--- src/rtl/dcp_tx_printer.sv ---
// Debug-unit transmit printer: turns one request word into a raw byte, hex text
// and/or CR-LF, streamed over a valid/ready byte port, closed by a four-phase ack.
module dcp_tx_printer #(
  parameter int unsigned UPPER_HEX = 1
) (
  input  logic        clk,
  input  logic        rstn,
  input  logic        req_tx,
  input  logic [1:0]  type_tx,
  input  logic [31:0] dout,
  output logic        ack_tx,
  output logic [7:0]  d_tx,
  output logic        vld_tx,
  input  logic        rdy_tx
);

  typedef enum logic [1:0] {
    S_IDLE,
    S_SEND,
    S_ACK
  } state_t;

  state_t      state_q, state_d;
  logic [31:0] word_q, word_d;
  logic [1:0]  type_q, type_d;
  logic [3:0]  idx_q, idx_d;

  function automatic logic [7:0] hex_char(input logic [3:0] nib);
    logic [7:0] base;
    if (nib < 4'd10) begin
      hex_char = 8'h30 + {4'h0, nib};
    end else begin
      base     = (UPPER_HEX != 0) ? 8'h41 : 8'h61;
      hex_char = base + {4'h0, nib} - 8'd10;
    end
  endfunction

  function automatic logic [3:0] last_idx(input logic [1:0] t);
    case (t)
      2'b00:   last_idx = 4'd0;
      2'b01:   last_idx = 4'd7;
      2'b10:   last_idx = 4'd9;
      default: last_idx = 4'd1;
    endcase
  endfunction

  // Byte [idx] of the captured request; hex digits run MSB nibble first.
  function automatic logic [7:0] byte_sel(input logic [31:0] w, input logic [1:0] t,
                                          input logic [3:0] i);
    logic [4:0] lsb;
    logic [7:0] hx;
    lsb = {3'd7 - i[2:0], 2'b00};
    hx  = hex_char(w[lsb +: 4]);
    case (t)
      2'b00:   byte_sel = w[7:0];
      2'b01:   byte_sel = hx;
      2'b10:   byte_sel = (i < 4'd8) ? hx : ((i == 4'd8) ? 8'h0D : 8'h0A);
      default: byte_sel = (i == 4'd0) ? 8'h0D : 8'h0A;
    endcase
  endfunction

  always_comb begin
    state_d = state_q;
    word_d  = word_q;
    type_d  = type_q;
    idx_d   = idx_q;
    case (state_q)
      S_IDLE: begin
        if (req_tx) begin
          word_d  = dout;
          type_d  = type_tx;
          idx_d   = 4'd0;
          state_d = S_SEND;
        end
      end
      S_SEND: begin
        if (rdy_tx) begin
          if (idx_q == last_idx(type_q)) begin
            state_d = S_ACK;
          end else begin
            idx_d = idx_q + 4'd1;
          end
        end
      end
      S_ACK: begin
        if (!req_tx) begin
          state_d = S_IDLE;
        end
      end
      default: state_d = S_IDLE;
    endcase
  end

  always_ff @(posedge clk or negedge rstn) begin
    if (!rstn) begin
      state_q <= S_IDLE;
      word_q  <= 32'h0;
      type_q  <= 2'b00;
      idx_q   <= 4'd0;
    end else begin
      state_q <= state_d;
      word_q  <= word_d;
      type_q  <= type_d;
      idx_q   <= idx_d;
    end
  end

  // Outputs decode registered state only, so d_tx is frozen while a byte stalls.
  assign vld_tx = (state_q == S_SEND);
  assign ack_tx = (state_q == S_ACK);
  assign d_tx   = vld_tx ? byte_sel(word_q, type_q, idx_q) : 8'h00;

endmodule

--- config.mk ---
export PLATFORM = sky130hd
export DESIGN_NAME = dcp_tx_printer
export DESIGN_NICKNAME = d
export VERILOG_FILES = /design/src/rtl/dcp_tx_printer.sv
export SDC_FILE = /design/constraint.sdc
export NUM_CORES = 1
export LEC_CHECK = 0
export BUFFER_PORTS_ARGS = -buffer_cell sky130_fd_sc_hd__buf_2
export CAP_MARGIN = 30
export CORE_MARGIN = 8
export CORE_UTILIZATION = 50
export DETAILED_ROUTE_END_ITERATION = 8
export PLACE_DENSITY = 0.81
export SLEW_MARGIN = 20
export SYNTH_ARGS = -nofsm -noshare
export SYNTH_HDL_FRONTEND = slang
export SYNTH_SLANG_ARGS = --single-unit
--- constraint.sdc ---
create_clock -name clk -period 2 [get_ports clk]
set_input_delay 0.1 -clock clk [delete_from_list [all_inputs] [get_ports clk]]
set_output_delay 0.1 -clock clk [all_outputs]
set_load 0.01 [all_outputs]
==> results of run 1 <==
==> power by group <==
group / internal, mW / switching [mW]
sequential: 1.21 / 0.376
combinational: 1.98 / 1.89
clock: 0.370 / 0.290
total: 3.56 / 2.55
==> metal layers <==
| layer | part of all wire, % | wire (microns) | global-route usage, % | up-vias |
|---|---|---|---|---|
| met5 | 0 | 0 | 0 | - |
| met4 | 2.0 | 131 | 7.44 | 0 |
| li1 | - | - | - | 967 |
| met1 | 42 | 2770 | 22.4 | 1009 |
| met3 | 7.0 | 462 | 3.96 | 12 |
| met2 | 49 | 3230 | 29.8 | 109 |
==> per-stage QoR <==
| stage | utilization [%] | std cells | area, sq um | TNS (ns) | setup slack [ns] |
|---|---|---|---|---|---|
| finish | 67.2 | 349 | 3130 | -2.92 | -0.483 |
| global route | 67.2 | 349 | 3130 | -3.57 | -0.577 |
| CTS | 64.8 | 344 | 3020 | -2.64 | -0.425 |
| detailed placement | 60.8 | 332 | 2830 | -1.35 | -0.249 |
| global placement | 60.8 | 332 | 2830 | -0.958 | -0.182 |
| floorplan | - | 220 | 2390 | -0.0129 | -0.0129 |
==> registers in the layout (all words and copies together), names as in the netlist <==
name,flops
state_q,2
word_q,32
type_q,2
idx_q,4
==> cell families (layout without fill, tap and decap cells) <==
kind of cell,after synthesis,after routing
AND/OR/NAND/NOR,61,61
multiplexers,43,43
AO/OA/AOI/OAI,49,49
buffers and inverters,23,98
XOR/XNOR,1,1
adder cells (fa/ha/maj),3,3
flip-flops,40,40
==> area by class of cell <==
type	count	area [sq um]
Timing Repair Buffer	82	557
Inverter	8	30.0
Clock inverter	2	35.0
Sequential cell	40	1000
Fill cell	331	1530
Multi-Input combinational cell	157	1370
Tap cell	54	67.6
Clock buffer	6	72.6
==> layout by cell type (no fill, tap or decap), drive strengths merged, types with 2 or more instances in the layout <==
cell type,instances
a21o,2
a21oi,15
a221o,2
and2,3
buf,81
clkbuf,6
dfrtp,40
ha,3
inv,8
mux2,32
mux2i,5
mux4,6
nand2,12
nand2b,2
nand3,6
nand4,4
nor2,14
nor2b,3
nor3,7
nor4,2
o21a,2
o21ai,11
o22ai,2
o31ai,2
or3,3
==> worst max-delay path: cells and delay by family (launching register included) <==
kind	cells	cell delay (ns)
compound gates	3	0.54
buf+inv	2	0.31
flops	1	0.51
mux	1	0.65
simple gates	1	0.07
==> timing repair <==
item	4_1_cts	5_1_grt
pin swaps	10	8
setup endpoints to repair	7	12
hold buffers	1	0
resized for setup	13	15
buffers inserted	3	4
hold endpoints to repair	40	0
==> final timing paths <==
path                                    to  slack (ns)  cells after the start       start
worst max-delay path               d_tx[1]       -0.48                      7    idx_q[1]
worst min-delay path             type_q[1]       0.004                      3  type_tx[1]
worst max register to register    idx_q[2]           0                      6    idx_q[1]
worst min register to register  word_q[27]        0.51                      1  word_q[27]
max in group asynchronous         idx_q[1]        1.31                      3        rstn
min in group asynchronous        word_q[9]        0.23                      2        rstn
==> flow_summary_export.csv, run 1 <==
group,metric,value,unit
synth,synthAdderAreaFrac,1.58,%
cells_and_area,drive_above_1_share,50.8,%
critical_path,cp.arrival,2.38,ns
timing,fmax,403,MHz
critical_path,crit_required,1.90,ns
clock_tree,htreeDepth,2,
synth,ys_warn_count,0,
routing,drt_iter0_drc,248,
synth,synth_top_family_by_area,"multiplexers",
pwr,static-leakage-power,1.39,nW
floorplan,dieWidth,85.0,microns
timing,slew_violations,0,
floorplan,row_count,25,
timing,finalCritPeriodShare,124,%
synth,ys_top_cells_by_area,"dfrtp_1, mux2_2, mux4_1",
timing,hold_violations,0,
routing,routed_via_density,6.01,
critical_path,critPathCaptureType,"output pin",
timing,holdWs,0.00414,ns
global_routing,track_usage,18.1,%
routing,wl,6590,microns
clock_tree,root_buffer,"clkbuf_8",
floorplan,die_area,7230,sq um
clock_tree,cts.path.max_buffers,2,
critical_path,startpoint_type,"flip-flop",
synth,synth_seq_cells,40,
synth,synth-compound-area-share,14.1,%
run,maxCapViolCount,0,
global_routing,antenna_found_initial,0,
pwr,total_power,6.11,mW
cells_and_area,num_antenna_cells,0,
floorplan,initial_core_util,51.1,%
global_routing,grt_pass1_vias,2216,
timing,rsz0062_at_grt,"yes",
synth,syn_area,2380,sq um
pwr,irDropWorstVdd,769,uV
synth,syn_nets,261,
pwr,power_density,1950,nW/um^2
routing,drc,0,
floorplan,ios,48,
clock_tree,clkSlewWorstSetupHoldPaths,0.08,ns
synth,synth_edf_count,0,
synth,netlist.area_leader.share,42.0,%
critical_path,critical_path_class,"flip-flop to output pin",
global_routing,grt_max_degree,41,
critical_path,cpPeakStageDelay,0.65,ns
floorplan,fp.coreArea,4660,sq um
clock_tree,cts_buffers,5,
synth,synthMuxAreaShare,23.9,%
synth,yosysUniqueCellTypes,51,
synth,synth_area_leader_cell,"dfrtp_1",
critical_path,cp_slowest_cell,"mux4_1",
routing,dr.pass1.iters,5,
critical_path,cp_cell_sequence,"mux4_1 > a21oi_4 > buf_4 > o21ai_1 > a211oi_2 > nor3_2 > buf_2",
synth,synth_common_cells,"dfrtp_1, mux2_2, nor2_1",
run_status,violations,"setup timing",
global_routing,grt_overflow,0,
synth,synth.most_common_cell,"dfrtp_1",
clock_tree,clk_latency,0.29,ns
worst_hold_path,hp-class,"input pin to flip-flop",
synth,yosys.area_share.xor_xnor,0.368,%
synth,async_flop_share,100,%
routing,wl_per_cell,18.9,microns
run_status,status,"finished, violations left",
clock_tree,cts_tree,"built",
timing,post-route-min-period,2.48,ns
timing,setup_ws,-0.483,ns
placement,place_congestion,0.913,
placement,detailed_place_hpwl,4520,microns
synth,avgSynthCellArea,10.8,sq um
synth,yosys.area_share.simple,12.9,%
critical_path,path_max_fanout,8,
synth,ys_seq_area_share,42.0,%
timing,worst_pin_slew,0.500,ns
synth,post_synth_inst_count,220,
timing,skew,0.00458,ns
routing,num_vias,2097,
timing,setup_violations,7,
cells_and_area,syn_to_final_growth,31.5,%
timing,relSlewSlack,66.4,%
placement,portBuffers,47,
synth,ys.flop_type,"dfrtp_1",
clock_tree,cts_num_sinks,40,
floorplan,die_h,85.0,microns
routing,ant_nets,0,
global_routing,grt_pass1_wl,10600,microns
cells_and_area,final_nets,335,
Note: power is estimated with default switching activity, not from simulation.
==> inputs of run 2 (changes only) <==
--- a/config.mk
+++ b/config.mk
@@ -9,6 +9,7 @@
 export CAP_MARGIN = 30
 export CORE_MARGIN = 8
 export CORE_UTILIZATION = 50
+export CTS_BUF_LIST = sky130_fd_sc_hd__clkbuf_8 sky130_fd_sc_hd__clkbuf_16
 export DETAILED_ROUTE_END_ITERATION = 8
 export PLACE_DENSITY = 0.81
 export SLEW_MARGIN = 20
==> flow_summary_export.csv, run 2 (synthesis results as in run 1) <==
group,metric,value,unit
critical_path,path_max_fanout,8,
clock_tree,cts_buffers,5,
clock_tree,clkSlewWorstSetupHoldPaths,0.08,ns
placement,dp.cells,332,
routing,top_layer,"met4",
timing,finalCritPeriodShare,124,%
timing,fin_tns_setup,-2.94,ns
routing,wl_met2,3200,microns
global_routing,antenna_found_initial,0,
pwr,static-leakage-power,1.40,nW
floorplan,row_count,25,
cells_and_area,largest_reg_flops,32,
cells_and_area,num_antenna_cells,0,
timing,setup_violations,7,
routing,ant_nets,0,
cells_and_area,drive_above_1_share,50.8,%
routing,routed_via_density,5.97,
placement,detailed_place_hpwl,4520,microns
routing,drt_iter0_drc,249,
timing,post-route-min-period,2.48,ns
critical_path,critPathCaptureType,"output pin",
global_routing,grt_overflow,0,
pwr,irDropWorstVdd,767,uV
clock_tree,root_buffer,"clkbuf_8",
timing,hold_violations,0,
cells_and_area,syn_to_final_growth,31.5,%
clock_tree,clk_latency,0.29,ns
floorplan,die_h,85.0,microns
run,maxCapViolCount,0,
floorplan,ios,48,
global_routing,track_usage,18.1,%
cells_and_area,fin_util,67.2,%
placement,place_congestion,0.913,
floorplan,fp.coreArea,4660,sq um
cells_and_area,final_nets,335,
timing,slew_violations,0,
run_status,violations,"setup timing",
clock_tree,cts_tree,"built",
cells_and_area,layout_commonest_cell,"buf_2",
clock_tree,cts.path.max_buffers,2,
routing,num_vias,2085,
pwr,power_density,1950,nW/um^2
cells_and_area,final_cells,349,
floorplan,die_area,7230,sq um
timing,skew,0.00501,ns
timing,worst_pin_slew,0.500,ns
global_routing,grt_pass1_wl,10600,microns
critical_path,crit_required,1.90,ns
global_routing,grt_max_degree,41,
timing,rsz0062_at_grt,"yes",
critical_path,cp.arrival,2.38,ns
cells_and_area,layout_common_cells,"buf_2, dfrtp_1, mux2_2, buf_4, nor2_1",
floorplan,dieWidth,85.0,microns
placement,pre_cts_ws,-0.249,ns
cells_and_area,top_regs,"word_q (32), idx_q (4)",
routing,wl_per_cell,18.9,microns
routing,drc,0,
critical_path,startpoint_type,"flip-flop",
global_routing,grt_pass1_vias,2216,
routing,dr.pass1.iters,5,
placement,portBuffers,47,
timing,setup_ws,-0.482,ns
cells_and_area,top_register,"word_q",
cells_and_area,fillers,331,
floorplan,initial_core_util,51.1,%
run_status,status,"finished, violations left",
timing,relSlewSlack,66.4,%
worst_hold_path,hp-class,"input pin to flip-flop",
routing,met1Wirelength,2740,microns
clock_tree,htreeDepth,2,
routing,wl,6600,microns
clock_tree,cts_num_sinks,40,
timing,fmax,403,MHz
critical_path,critical_path_class,"flip-flop to output pin",
routing,wl_met3,497,microns
-- run 2: cell types whose count changed in the layout (fill, tap and decap cells not counted), sizes merged --
cell | previous run | this run
clkbuf | 6 | 5
inv | 8 | 9
-- run 2: cell type report --
type | instances | area [sq um] | area share (%)
multi-input combinational | 157 | 1370 | 43.6
inverter | 8 | 30.0 | 0.959
clock buffer | 5 | 68.8 | 2.20
tap | 54 | 67.6 | 2.16
sequential | 40 | 1000 | 32.0
clock inverter | 3 | 38.8 | 1.24
timing repair buffer | 82 | 557 | 17.8
-- run 2: metrics by stage --
step,power [mW],cell area (sq um),hold slack (ns)
final,6.10,3130,0.00449
after global routing,6.48,3130,0.00414
after CTS,5.64,3020,0.00676
after detailed placement,4.79,2830,0.274
after global placement,4.69,2830,0.261
after floorplan,3.69,2390,-0.196
-- run 2: repair_timing --
item	4_1_cts	5_1_grt
endpoints found under the hold margin	40	0
pin swaps	10	8
setup buffers	3	4
hold buffers	1	0
setup endpoints to repair	7	12
gates resized for setup	13	15
-- run 2: per-layer routing --
| layer | vias up | GRT usage [%] |
|---|---|---|
| met5 | - | 0 |
| met4 | 0 | 7.44 |
| met3 | 12 | 3.96 |
| met2 | 115 | 29.8 |
| met1 | 990 | 22.4 |
| li1 | 968 | - |
-- run 2: power by group --
| part | internal, mW | switching (mW) | leakage (nW) |
|---|---|---|---|
| Combinational | 1.98 | 1.88 | 0.863 |
| Sequential | 1.21 | 0.374 | 0.477 |
| Clock | 0.365 | 0.289 | 0.0593 |
-- run 2: final timing paths --
kind / start / end / slack, ns / depth (start not counted)
worst min register to register: word_q[27] / word_q[27] / 0.51 / 1
worst min-delay path: type_tx[1] / type_q[1] / 0.004 / 3
max in group asynchronous: rstn / idx_q[1] / 1.31 / 3
min in group asynchronous: rstn / word_q[9] / 0.23 / 2
worst max-delay path: idx_q[1] / d_tx[1] / -0.48 / 7
worst max register to register: idx_q[1] / idx_q[2] / 0 / 6
-- run 2: worst max-delay path, cell delays in order, from the launching register on --
cell      delay, ns
dfrtp_2        0.51
mux4_1         0.65
a21oi_4        0.22
buf_4          0.16
o21ai_1        0.08
a211oi_2       0.24
nor3_2         0.07
buf_2          0.15
